**config.mk**
```make
export PLATFORM = sky130hd
export DESIGN_NAME = button_conditioner
export DESIGN_NICKNAME = d
export VERILOG_FILES = /design/src/rtl/button_conditioner.sv
export SDC_FILE = /design/constraint.sdc
export NUM_CORES = 1
export LEC_CHECK = 0
export BUFFER_PORTS_ARGS = -buffer_cell sky130_fd_sc_hd__buf_2
export CAP_MARGIN = 20
export CELL_PAD_IN_SITES_DETAIL_PLACEMENT = 1
export CELL_PAD_IN_SITES_GLOBAL_PLACEMENT = 1
export CORE_UTILIZATION = 45
export CTS_BUF_LIST = sky130_fd_sc_hd__clkbuf_16
export DETAILED_ROUTE_END_ITERATION = 10
export PLACE_DENSITY = 0.79
export SYNTH_ARGS = -nofsm -noshare
export SYNTH_HDL_FRONTEND = slang
export SYNTH_SLANG_ARGS = --single-unit
```
**constraint.sdc**
```tcl
create_clock -name clk -period 2.15 [get_ports clk]
set_input_delay 0 -clock clk [delete_from_list [all_inputs] [get_ports clk]]
set_output_delay 0 -clock clk [all_outputs]
set_load 0.005 [all_outputs]
```
**src/rtl/button_conditioner.sv**
```systemverilog
// Five-key push-button conditioner: 2-flop sync, per-key debounce FSM, fixed-priority
// single-pulse outputs. Define BUTTON_AUTO_REPEAT_EN to enable auto-repeat on direction keys.
module button_conditioner #(
  parameter logic [19:0] DEBOUNCE_CYCLES = 20'd500000,
  parameter logic [24:0] REPEAT_DELAY    = 25'd25000000,
  parameter logic [23:0] REPEAT_PERIOD   = 24'd10000000
) (
  input  logic clk,
  input  logic rst_n,
  input  logic key_left,
  input  logic key_right,
  input  logic key_up,
  input  logic key_down,
  input  logic key_select,
  output logic button_left,
  output logic button_right,
  output logic button_up,
  output logic button_down,
  output logic button_select
);

  typedef enum logic [1:0] {IDLE, PRESS_DB, HELD, RELEASE_DB} state_e;

  // Channel index: 0 left, 1 right, 2 up, 3 down, 4 select.
  localparam int NCH = 5;
  localparam int SEL = 4;

  logic [NCH-1:0] key_raw;
  logic [NCH-1:0] sync1_q, sync2_q;
  state_e         state_q  [NCH];
  state_e         state_d  [NCH];
  logic [19:0]    db_cnt_q [NCH];
  logic [19:0]    db_cnt_d [NCH];
  logic [NCH-1:0] press;
  logic [NCH-1:0] pulse;
  logic [NCH-1:0] btn_d, btn_q;

  assign key_raw = {key_select, key_down, key_up, key_right, key_left};

  always_ff @(posedge clk or negedge rst_n) begin
    if (!rst_n) begin
      sync1_q <= '0;
      sync2_q <= '0;
      btn_q   <= '0;
      for (int i = 0; i < NCH; i++) begin
        state_q[i]  <= IDLE;
        db_cnt_q[i] <= '0;
      end
    end else begin
      // NOTE: non-blocking assignments so every flop samples pre-edge values;
      // blocking here would collapse the two synchronizer stages into one.
      sync1_q <= key_raw;
      sync2_q <= sync1_q;
      btn_q   <= btn_d;
      for (int i = 0; i < NCH; i++) begin
        state_q[i]  <= state_d[i];
        db_cnt_q[i] <= db_cnt_d[i];
      end
    end
  end

  always_comb begin
    for (int i = 0; i < NCH; i++) begin
      // NOTE: every output of this block gets a default first, so no path
      // through the case statement can leave a latch behind.
      state_d[i]  = state_q[i];
      db_cnt_d[i] = db_cnt_q[i];
      press[i]    = 1'b0;
      case (state_q[i])
        IDLE: begin
          if (sync2_q[i]) begin
            state_d[i]  = PRESS_DB;
            db_cnt_d[i] = '0;
          end
        end
        PRESS_DB: begin
          if (!sync2_q[i]) begin
            state_d[i] = IDLE;
          end else if (db_cnt_q[i] >= DEBOUNCE_CYCLES - 20'd1) begin
            state_d[i] = HELD;
            press[i]   = 1'b1;
          end else begin
            db_cnt_d[i] = db_cnt_q[i] + 20'd1;
          end
        end
        HELD: begin
          if (!sync2_q[i]) begin
            state_d[i]  = RELEASE_DB;
            db_cnt_d[i] = '0;
          end
        end
        RELEASE_DB: begin
          if (sync2_q[i]) begin
            state_d[i] = HELD;
          end else if (db_cnt_q[i] >= DEBOUNCE_CYCLES - 20'd1) begin
            state_d[i] = IDLE;
          end else begin
            db_cnt_d[i] = db_cnt_q[i] + 20'd1;
          end
        end
        default: state_d[i] = IDLE;
      endcase
    end
  end

`ifdef BUTTON_AUTO_REPEAT_EN
  // Repeat timers exist only for the four direction channels; select never repeats.
  logic [24:0]    rpt_cnt_q   [SEL];
  logic [24:0]    rpt_cnt_d   [SEL];
  logic [SEL-1:0] rpt_first_q, rpt_first_d;
  logic [NCH-1:0] rpt_pulse;

  always_ff @(posedge clk or negedge rst_n) begin
    if (!rst_n) begin
      rpt_first_q <= '0;
      for (int i = 0; i < SEL; i++) rpt_cnt_q[i] <= '0;
    end else begin
      rpt_first_q <= rpt_first_d;
      for (int i = 0; i < SEL; i++) rpt_cnt_q[i] <= rpt_cnt_d[i];
    end
  end

  always_comb begin
    logic [24:0] lim;
    rpt_pulse   = '0;
    rpt_first_d = rpt_first_q;
    lim         = '0;
    for (int i = 0; i < SEL; i++) begin
      rpt_cnt_d[i] = rpt_cnt_q[i];
      if (state_d[i] == HELD && state_q[i] != HELD) begin
        rpt_cnt_d[i]   = '0;
        rpt_first_d[i] = 1'b1;
      end else if (state_q[i] == HELD && sync2_q[i]) begin
        lim = rpt_first_q[i] ? REPEAT_DELAY : {1'b0, REPEAT_PERIOD};
        if (rpt_cnt_q[i] >= lim - 25'd1) begin
          rpt_pulse[i]   = 1'b1;
          rpt_cnt_d[i]   = '0;
          rpt_first_d[i] = 1'b0;
        end else begin
          rpt_cnt_d[i] = rpt_cnt_q[i] + 25'd1;
        end
      end
    end
  end

  assign pulse = press | rpt_pulse;
`else
  logic unused_rpt_cfg;
  assign unused_rpt_cfg = ^{REPEAT_DELAY, REPEAT_PERIOD};
  assign pulse = press;
`endif

  // Fixed priority select > up > down > left > right; losers are dropped.
  always_comb begin
    btn_d = '0;
    if      (pulse[4]) btn_d[4] = 1'b1;
    else if (pulse[2]) btn_d[2] = 1'b1;
    else if (pulse[3]) btn_d[3] = 1'b1;
    else if (pulse[0]) btn_d[0] = 1'b1;
    else if (pulse[1]) btn_d[1] = 1'b1;
  end

  assign {button_select, button_down, button_up, button_right, button_left} = btn_q;

endmodule

```
# == Word-level counts from Yosys, hierarchy flattened ==
# Index checks and enable logic that the tools add are counted.
# word_totals
reg_bits,125
input_bits,7
out_inout_bits,5
# classes
n_addsub,5
magnitude_cmp,5
n_eq_ne,45
muxes,90
reduce_logical,15
# op_table
operator,count
2-to-1 mux 20 bit,25
one-hot mux 20 bit (4 select lines),5
"adder 20 x 1 -> 20 bit, second input constant",5
"greater-or-equal comparator 20 x 19 -> 1 bit, second input constant",5
2-to-1 mux 2 bit,32
"!= test 2 bit, second input constant",20
one-hot mux 2 bit (4 select lines),5
AND reduction 4 bit,10
"!= test 3 bit, second input constant",10
2-to-1 mux 1 bit,22
"equality test 2 bit, second input constant",10
"equality test 2 x 1 -> 1 bit, second input constant",5
zero test 2 bit,5
2-to-1 mux 4 bit,1

# == Depth between registers and ports, before layout ==
# Gate-level depths: netlist (run 1).
# depth
depth_word,9
depth_mapped,9

# == Least setup slack after synthesis (run 1) ==
# OpenSTA, ideal clock, no wires.
# synth_path
path_kind,register to register
from,register db_cnt_q[0] (netlist bit)
to,register db_cnt_q[9] (netlist bit)
setup_time_ns,0.083
arrival_time_ns,2.199
setup_slack_ns,-0.131
path_stages_with_launch,9
synth_period_minus_slack_ns,2.281
path_cell_list,dfrtp_1 ha_1 and4_1 o41a_1 o21a_1 or2_1 clkbuf_1 or3_1 o21ai_0
# synth_via
elab_chain_cells,4
# synth_lines
item,line,rtl
start: declaration,32,logic [19:0] db_cnt_q [NCH];
start signal: indexed assignment,57,db_cnt_q[i] <= db_cnt_d[i];
adder 20 x 1 -> 20 bit or greater-or-equal comparator 20 x 19 -> 1 bit (tied branches),-,
2-to-1 mux 20 bit *,"79, 95",
"2-to-1 mux 20 bit, on equally long branches","93, 77",
one-hot mux 20 bit (4 select lines) *,69,case (state_q[i])
# Mark *: on every way between the ends. The rest lies on a longest branch, timed or not. The select of a mux whose other input is x is not followed.
# A chain may end at the register's enable or synchronous reset.

# == Worst setup path in the final report (run 1) ==
# layout_path
from,register db_cnt_q[60] (netlist bit)
to,register db_cnt_q[77] (netlist bit)
# Same word-level chain as after synthesis.

==> impl_metrics.yaml, run 1 <==
layout:
  nFillCells: 1457
  final_cells: 1008
  area_growth_pct: 38.9
  drive_above_1_share_pct: 33.1
  finalInstanceArea_mm2: 0.00888
  final_common_cell: "dfrtp_1"
  mostFrequentLayoutCells: "dfrtp_1, buf_4, nor2_1, nand2_1, nand3_1"
  antenna_cells: 0
  nets: 827
logic_synthesis:
  synth_cell_types: 61
  synth_seq_area_share_pct: 48.9
  yosysWarnings: 0
  synth_area_per_cell_um2: 9.45
  syn-num-nets: 689
  synth_cells: 677
  synth_edf_count: 0
  ys.flop_type: "dfrtp_1"
  synth_area_mm2: 0.00640
  synth_seq_cells: 125
  async_flop_share_pct: 100
setup_path:
  startpoint_type: "register"
  worstPathArrival_ns: 2.69
  cp-end-kind: "register"
  worst_ep_required_time_ns: 2.51
  path_class: "reg -> reg"
  worstPathMaxFanout: 5
  r2r_slack_ns: -0.18
min_path:
  hold_path_class: "in -> async"
detailed_routing:
  route.vias.total: 6127
  drtIter0Drc: 383
  first_pass_iters: 4
  drc: 0
  wl_per_cell_um: 22.6
  ant_nets: 0
  viasPerCell: 6.08
  finalWirelength_um: 22800
cts:
  cts.reportedPaths.clkPinSlew_ns: 0.06
  cts_sinks: 125
  clockBufferDepth: 2
  cts_tree: "yes"
  cts_buffers: 17
  clock_latency_ns: 0.43
  root_buffer: "clkbuf_16"
  htree_levels: 4
grt:
  grt_antenna_before_repair: 0
  gr-total-overflow: 0
  grt_max_degree: 58
  grt_pass1_vias: 6369
  grt_pass1_wl_um: 31600
  grt_usage_pct: 27.8
floorplanning:
  start_util_pct: 46.1
  rows: 43
  coreArea_mm2: 0.0139
  die_x_um: 121
  io_pins: 12
  fp.dieH_um: 121
  die-area_mm2: 0.0147
sta:
  fmax_ghz: 0.429
  worst_hold_slack_ns: 0.0557
  period_needed_ns: 2.33
  finalCritPeriodShare_pct: 108
  fin_skew_ns: 0.00750
  slew_viol_final: 0
  setup_ws_ns: -0.182
  rsz0062_at_grt: "yes"
  hold_viol: 0
  relSlewSlack_pct: 43.2
  worst_slew_pin_slew_ns: 0.852
  setup_violations: 25
placement:
  gp_congestion: 0.808
  pre_cts_ws_ns: -0.236
  dpl_cell_area_mm2: 0.00731
  portBuffers: 11
  dp_cells: 939
  dp_hpwl_um: 11900
power:
  finalPower_mw: 6.17
  peakVddDrop_v: 0.000549
  leakagePower_nw: 3.90
  power_density_mw_per_mm2: 694
run_status:
  violations: "setup timing"
  status: "finished, violations left"
flow_run:
  max_cap_viol_count: 0
## Yosys cell counts, types with 15 or more instances
cell type / instances / area share (%)
o21ai_0: 16 / 1.3
xnor2_1: 32 / 4.4
nand2_1: 67 / 3.9
xor2_1: 17 / 2.3
dfrtp_1: 125 / 49
clkbuf_1: 17 / 1.0
nand4_1: 23 / 2.2
nor2_1: 86 / 5.0
nor3_1: 25 / 2.0
and3_1: 15 / 1.5
inv_1: 17 / 1.0
a21oi_1: 30 / 2.3
nand3_1: 49 / 3.8
## registers in the layout (all words and copies together) (netlist names), named ones only
name and flops:
db_cnt_q 100, btn_q 5, sync2_q 5, sync1_q 5, state_q 5
## area by class of cell
type	count	area [um2]	share of cell area (%)
clock buffer	17	425	4.79
clock inverter	15	204	2.30
inverter	17	63.8	0.718
multi-input combinational	513	3700	41.7
sequential	125	3130	35.2
tap	180	225	2.53
timing repair buffer	141	1130	12.8
## report_power, final
part           internal [mW]  switching, mW
registers               2.43         0.0875
logic                  0.224          0.289
clock network           2.03           1.11
total                   4.68           1.48
## kinds of logic (layout without fill, tap and decap cells)
kind of cell / after synthesis / count (layout) / synth area share (%)
buffers and inverters: 40 / 190 / 2.60
flip-flops: 125 / 125 / 48.9
AND/OR/NAND/NOR: 328 / 328 / 25.6
multiplexers: 9 / 9 / 1.55
adder cells (fa/ha/maj): 5 / 5 / 0.978
AO/OA/AOI/OAI: 121 / 122 / 13.7
XOR/XNOR: 49 / 49 / 6.71
## per-stage QoR
| stage | util [%] | TNS, ns |
|---|---|---|
| floorplan | - | 0 |
| global placement | 52.6 | -0.481 |
| detailed placement | 52.7 | -2.57 |
| CTS | 60.0 | -0.443 |
| global route | 64.0 | -4.15 |
| finish | 64.0 | -1.32 |
## metal layers
metal	vias up	track usage (%)	wire [um]
met1	3207	31.9	9270
met5	-	0	0
met2	143	50.1	12200
li1	2730	-	-
met4	0	10.7	604
met3	47	6.30	688
## critical path: stages (launching register included)
cell	delay (ns)
dfrtp_1	0.42
ha_4	0.19
nand4_1	0.15
nand3_2	0.13
a211o_4	0.37
or4_4	0.55
or3_1	0.35
nand3_1	0.09
## timing repair
item	in CTS	in global routing
endpoints found under the setup margin	60	72
hold endpoints to repair	101	0
setup buffers	12	15
pin swaps	21	50
cloned	3	0
gates resized for setup	43	84
hold buffers	6	0
## final timing paths
kind | start | to | cells after the start
min in group clk | key_up | sync1_q[2] | 2
hold / removal | rst_n | db_cnt_q[56] | 2
setup / recovery | db_cnt_q[60] | db_cnt_q[77] | 7
max in group asynchronous | rst_n | db_cnt_q[90] | 3
setup reg to reg | db_cnt_q[60] | db_cnt_q[77] | 7
hold reg to reg | sync1_q[0] | sync2_q[0] | 0
Note: power is estimated with default switching activity, not from simulation.
==> run 2: changes to the inputs <==
Settings changed: CORE_UTILIZATION 45 to 53, PLACE_DENSITY 0.79 to 0.88, SKIP_CTS_REPAIR_TIMING set to 1.
Clock period 2.15 ns to 3 ns, I/O delays scaled along.
==> run 2 against run 1 <==
Effect of this change: the run ends with DRC left; global-route usage up 2.1 points; count of clock-buffer cells in the layout unchanged; register-to-register slack improved by 0.53 ns; clock power fell by 37%; maximum frequency decreased by 12%; clock skew grew 0.0022 ns; critical endpoint is now db_cnt_q[90]; largest cell class is now sequential cells; largest power group unchanged.
==> impl_metrics.yaml, run 2 (synthesis gave the netlist of run 1 again) <==
run_status:
  status: "finished, violations left"
  violations: "DRC"
cts:
  root_buffer: "clkbuf_16"
  clockBufferDepth: 2
  cts_buffers: 17
  cts_sinks: 125
  htree_levels: 4
  cts.reportedPaths.clkPinSlew_ns: 0.06
  clock_latency_ns: 0.42
  cts_tree: "yes"
grt:
  grt_usage_pct: 30.0
  grt_pass1_vias: 5760
  gr-total-overflow: 0
  grt_antenna_before_repair: 0
  grt_pass1_wl_um: 29300
  grt_max_degree: 58
detailed_routing:
  drtIter0Drc: 387
  wl_per_cell_um: 20.5
  viasPerCell: 6.38
  finalWirelength_um: 17600
  route.vias.total: 5474
  first_pass_iters: 8
  drc: 2
  ant_nets: 0
setup_path:
  worstPathMaxFanout: 6
  worst_ep_required_time_ns: 3.35
  cp-end-kind: "register"
  r2r_slack_ns: 0.35
  worstPathArrival_ns: 3.00
  path_class: "reg -> reg"
  startpoint_type: "register"
floorplanning:
  rows: 39
  fp.dieH_um: 112
  coreArea_mm2: 0.0116
  die_x_um: 112
  io_pins: 12
  die-area_mm2: 0.0125
  start_util_pct: 55.3
placement:
  portBuffers: 11
  dpl_cell_area_mm2: 0.00662
  gp_congestion: 0.813
  dp_hpwl_um: 11000
  pre_cts_ws_ns: 0.451
  dp_cells: 819
power:
  leakagePower_nw: 3.12
  p_sw_share_pct: 24.8
  clockPowerShare_pct: 49.1
  power_density_mw_per_mm2: 556
  comb_power_share_pct: 5.5
  p_switching_mw: 1.00
  p_seq_share_pct: 45.4
  intPower_mw: 3.04
  finalPower_mw: 4.04
  peakVddDrop_v: 0.000578
sta:
  fin_skew_ns: 0.00967
  finalCritPeriodShare_pct: 88.3
  relSlewSlack_pct: 37.9
  hold_viol: 0
  period_needed_ns: 2.65
  worst_slew_pin_slew_ns: 0.932
  worst_hold_slack_ns: 0.192
  setup_ws_ns: 0.352
  setup_violations: 0
  rsz0062_at_grt: "no"
  slew_viol_final: 0
  fin_tns_setup_ns: 0
  fmax_ghz: 0.378
layout:
  nFillCells: 1291
  final_cells: 858
  mostFrequentLayoutCells: "dfrtp_1, nor2_1, nand2_1, nand3_1, xnor2_1"
  antenna_cells: 0
  fin_util_pct: 62.9
  area_growth_pct: 13.7
  final_common_cell: "dfrtp_1"
  nets: 714
  regMostFlops: "db_cnt_q"
  drive_above_1_share_pct: 11.9
  largest_reg_flops: 100
  finalInstanceArea_mm2: 0.00727
min_path:
  hold_path_class: "in -> async"
flow_run:
  max_cap_viol_count: 0
[run 2: cell count changes in the layout (fill, tap and decap cells not counted), sizes merged]
cell	previous run	this run
a311o	2	1
buf	135	22
bufinv	5	2
clkbuf	17	18
clkinv	5	6
clkinvlp	3	5
[run 2: critical path, cell delays in order, from the launching register on]
cell and delay, ns:
dfrtp_1 0.45, ha_1 0.31, nand4_1 0.15, nand3_1 0.13
a311oi_2 0.54, nand4_1 0.23, or4b_2 0.66, nand3_1 0.11
[run 2: path summary, 6_finish.rpt]
| check | start | to | cells after the start |
|---|---|---|---|
| max reg2reg | db_cnt_q[80] | db_cnt_q[90] | 7 |
| max in group asynchronous | rst_n | db_cnt_q[95] | 3 |
| min | rst_n | db_cnt_q[54] | 2 |
| min in group clk | key_select | sync1_q[4] | 2 |
| max | db_cnt_q[80] | db_cnt_q[90] | 7 |
| min reg2reg | sync1_q[1] | sync2_q[1] | 0 |
[run 2: cell type report]
type                       count  area [um2]  share of cell area (%)
clock buffer                  17         425                    5.85
multi-input combinational    512        3110                    42.8
timing repair buffer          29         214                    2.94
tap                          143         179                    2.46
sequential                   125        3130                    43.0
inverter                      17        63.8                   0.878
clock inverter                15         150                    2.07
[run 2: layer usage]
metal / global-route usage [%] / share of wire, % / vias up
li1: - / - / 2513
met1: 35.8 / 41 / 2807
met4: 12.8 / 2.8 / 0
met5: 0 / 0 / -
met3: 6.31 / 2.9 / 39
met2: 52.3 / 53 / 115
[run 2: power groups by stage]
stage / combinational, mW / sequential, mW / clock (mW)
floorplan: 0.131 / 1.82 / 0
global placement: 0.188 / 1.84 / 0
detailed placement: 0.203 / 1.85 / 0
CTS: 0.213 / 1.83 / 2.02
global route: 0.247 / 1.84 / 2.09
finish: 0.221 / 1.83 / 1.99
==> run 3: changes to the inputs <==
Settings changed: PLACE_DENSITY 0.88 to 0.83.
==> run 3 against run 2 <==
Effect of this change: the flow still finishes with violations (DRC); critical path type unchanged; highest routed layer unchanged; via count fell by 3.5%; clock power barely moved; worst setup slack improved by 0.072 ns; combinational power fell by 5%; first-iteration DRC count fell by 28%.
==> impl_metrics.yaml, run 3 (synthesis gave the netlist of run 1 again) <==
sta:
  fin_skew_ns: 0.00908
  hold_viol: 0
  finalCritPeriodShare_pct: 85.9
  fmax_ghz: 0.388
  rsz0062_at_grt: "no"
  fin_tns_setup_ns: 0
  slew_viol_final: 0
  worst_slew_pin_slew_ns: 1.04
  period_needed_ns: 2.58
  worst_hold_slack_ns: 0.222
  relSlewSlack_pct: 30.3
  setup_violations: 0
setup_path:
  worst_ep_required_time_ns: 3.31
  cp.depth: 8
  crit_chain: "ha_1 > and4_1 > o41a_1 > o221ai_1 > nand2_1 > inv_1 > o211a_1 > nor2_1"
  path_class: "reg -> reg"
  cp_slowest_cell: "dfrtp_1"
  worstPathMaxFanout: 12
  startpoint_type: "register"
  reg2reg_to: "db_cnt_q[7]"
  r2r-start: "db_cnt_q[0]"
  cp-end-kind: "register"
  path_delay_family: "compound AO/OA/AOI/OAI gates"
  r2r_slack_ns: 0.42
  worstPathArrival_ns: 2.88
  path_buf_inv: 1
  ff2ff_path_depth: 8
  slowest_delay_ns: 0.40
cts:
  cts_sinks: 125
  root_buffer: "clkbuf_16"
  clockBufferDepth: 2
  cts_buffers: 17
  cts_tree: "yes"
  cts.reportedPaths.clkPinSlew_ns: 0.05
  clock_latency_ns: 0.42
  htree_levels: 4
layout:
  final_common_cell: "dfrtp_1"
  regArea_mm2: 0.00313
  largest_reg_flops: 100
  multi_input_area_mm2: 0.00311
  nets: 711
  final_cells: 852
  antenna_cells: 0
  regMostFlops: "db_cnt_q"
  mostFrequentLayoutCells: "dfrtp_1, nor2_1, nand2_1, nand3_1, xnor2_1"
  finalInstanceArea_mm2: 0.00724
  drive_above_1_share_pct: 11.0
  area_growth_pct: 13.1
  nFillCells: 1298
placement:
  portBuffers: 11
  dp_hpwl_um: 10300
  gp_congestion: 0.815
  dp_cells: 817
  dpl_cell_area_mm2: 0.00662
floorplanning:
  fp.dieH_um: 112
  rows: 39
  start_util_pct: 55.3
  io_pins: 12
  die-area_mm2: 0.0125
  coreArea_mm2: 0.0116
  die_x_um: 112
power:
  leakagePower_nw: 3.13
  finalPower_mw: 4.01
  peakVddDrop_v: 0.000385
  power_density_mw_per_mm2: 554
detailed_routing:
  finalWirelength_um: 15900
  first_pass_iters: 7
  viasPerCell: 6.20
  ant_nets: 0
  wl_per_cell_um: 18.6
  route.vias.total: 5281
  drtIter0Drc: 278
  drc: 1
grt:
  grt_pass1_wl_um: 27500
  grt_antenna_before_repair: 0
  grt_pass1_vias: 5593
  grt_max_degree: 63
  gr-total-overflow: 0
  grt_usage_pct: 27.7
min_path:
  whs_endpoint: "sync1_q[0]"
  hold_path_class: "in -> reg"
  hold-path-cell-count: 2
  hp-start: "key_left"
run_status:
  status: "finished, violations left"
  violations: "DRC"
flow_run:
  max_cap_viol_count: 0
run 3: cell types whose count changed in the layout (fill, tap and decap cells not counted):
| cell | delta |
|---|---|
| bufinv_16 | +1 |
| buf_12 | +1 |
| inv_6 | -1 |
| clkinv_1 | -1 |
| clkinvlp_4 | -4 |
| clkbuf_8 | -1 |
| inv_1 | +2 |
| clkinv_4 | -3 |
| buf_4 | -3 |
| clkinv_2 | +3 |
run 3: area by class of cell:
class                           count  share of cell area (%)
Sequential cell                   125                    43.2
Multi-Input combinational cell    512                    43.0
Clock buffer                       17                    5.88
Timing Repair Buffer               26                    2.73
Tap cell                          143                    2.47
Clock inverter                     12                    1.85
Inverter                           17                   0.882
run 3: routing by layer:
metal | vias to the layer above | wire (um) | GRT usage (%)
met3 | 24 | 452 | 5.82
met5 | - | 0 | 0
met2 | 81 | 8080 | 47.2
li1 | 2500 | - | -
met1 | 2676 | 7030 | 34.6
met4 | 0 | 296 | 10.5
run 3: per-stage QoR:
stage / worst slack (ns) / utilization (%)
after global routing: 0.235 / 62.6
after CTS: 0.424 / 62.1
final: 0.423 / 62.6
after floorplan: 0.719 / -
after global placement: 0.583 / 57.2
after detailed placement: 0.491 / 57.2
run 3: worst max-delay path by stage:
stage | slack, ns | to | start
finish | 0.42 | db_cnt_q[7] | db_cnt_q[0]
global route | 0.24 | db_cnt_q[11] | db_cnt_q[0]
CTS | 0.42 | db_cnt_q[7] | db_cnt_q[0]
detailed placement | 0.49 | db_cnt_q[13] | db_cnt_q[0]
global placement | 0.58 | db_cnt_q[77] | db_cnt_q[60]
floorplan | 0.72 | db_cnt_q[9] | db_cnt_q[0]
run 3: power by group:
group / switching [mW] / internal (mW)
sequential: 0.0858 / 1.74
combinational: 0.131 / 0.0790
clock: 0.698 / 1.27
total: 0.914 / 3.09
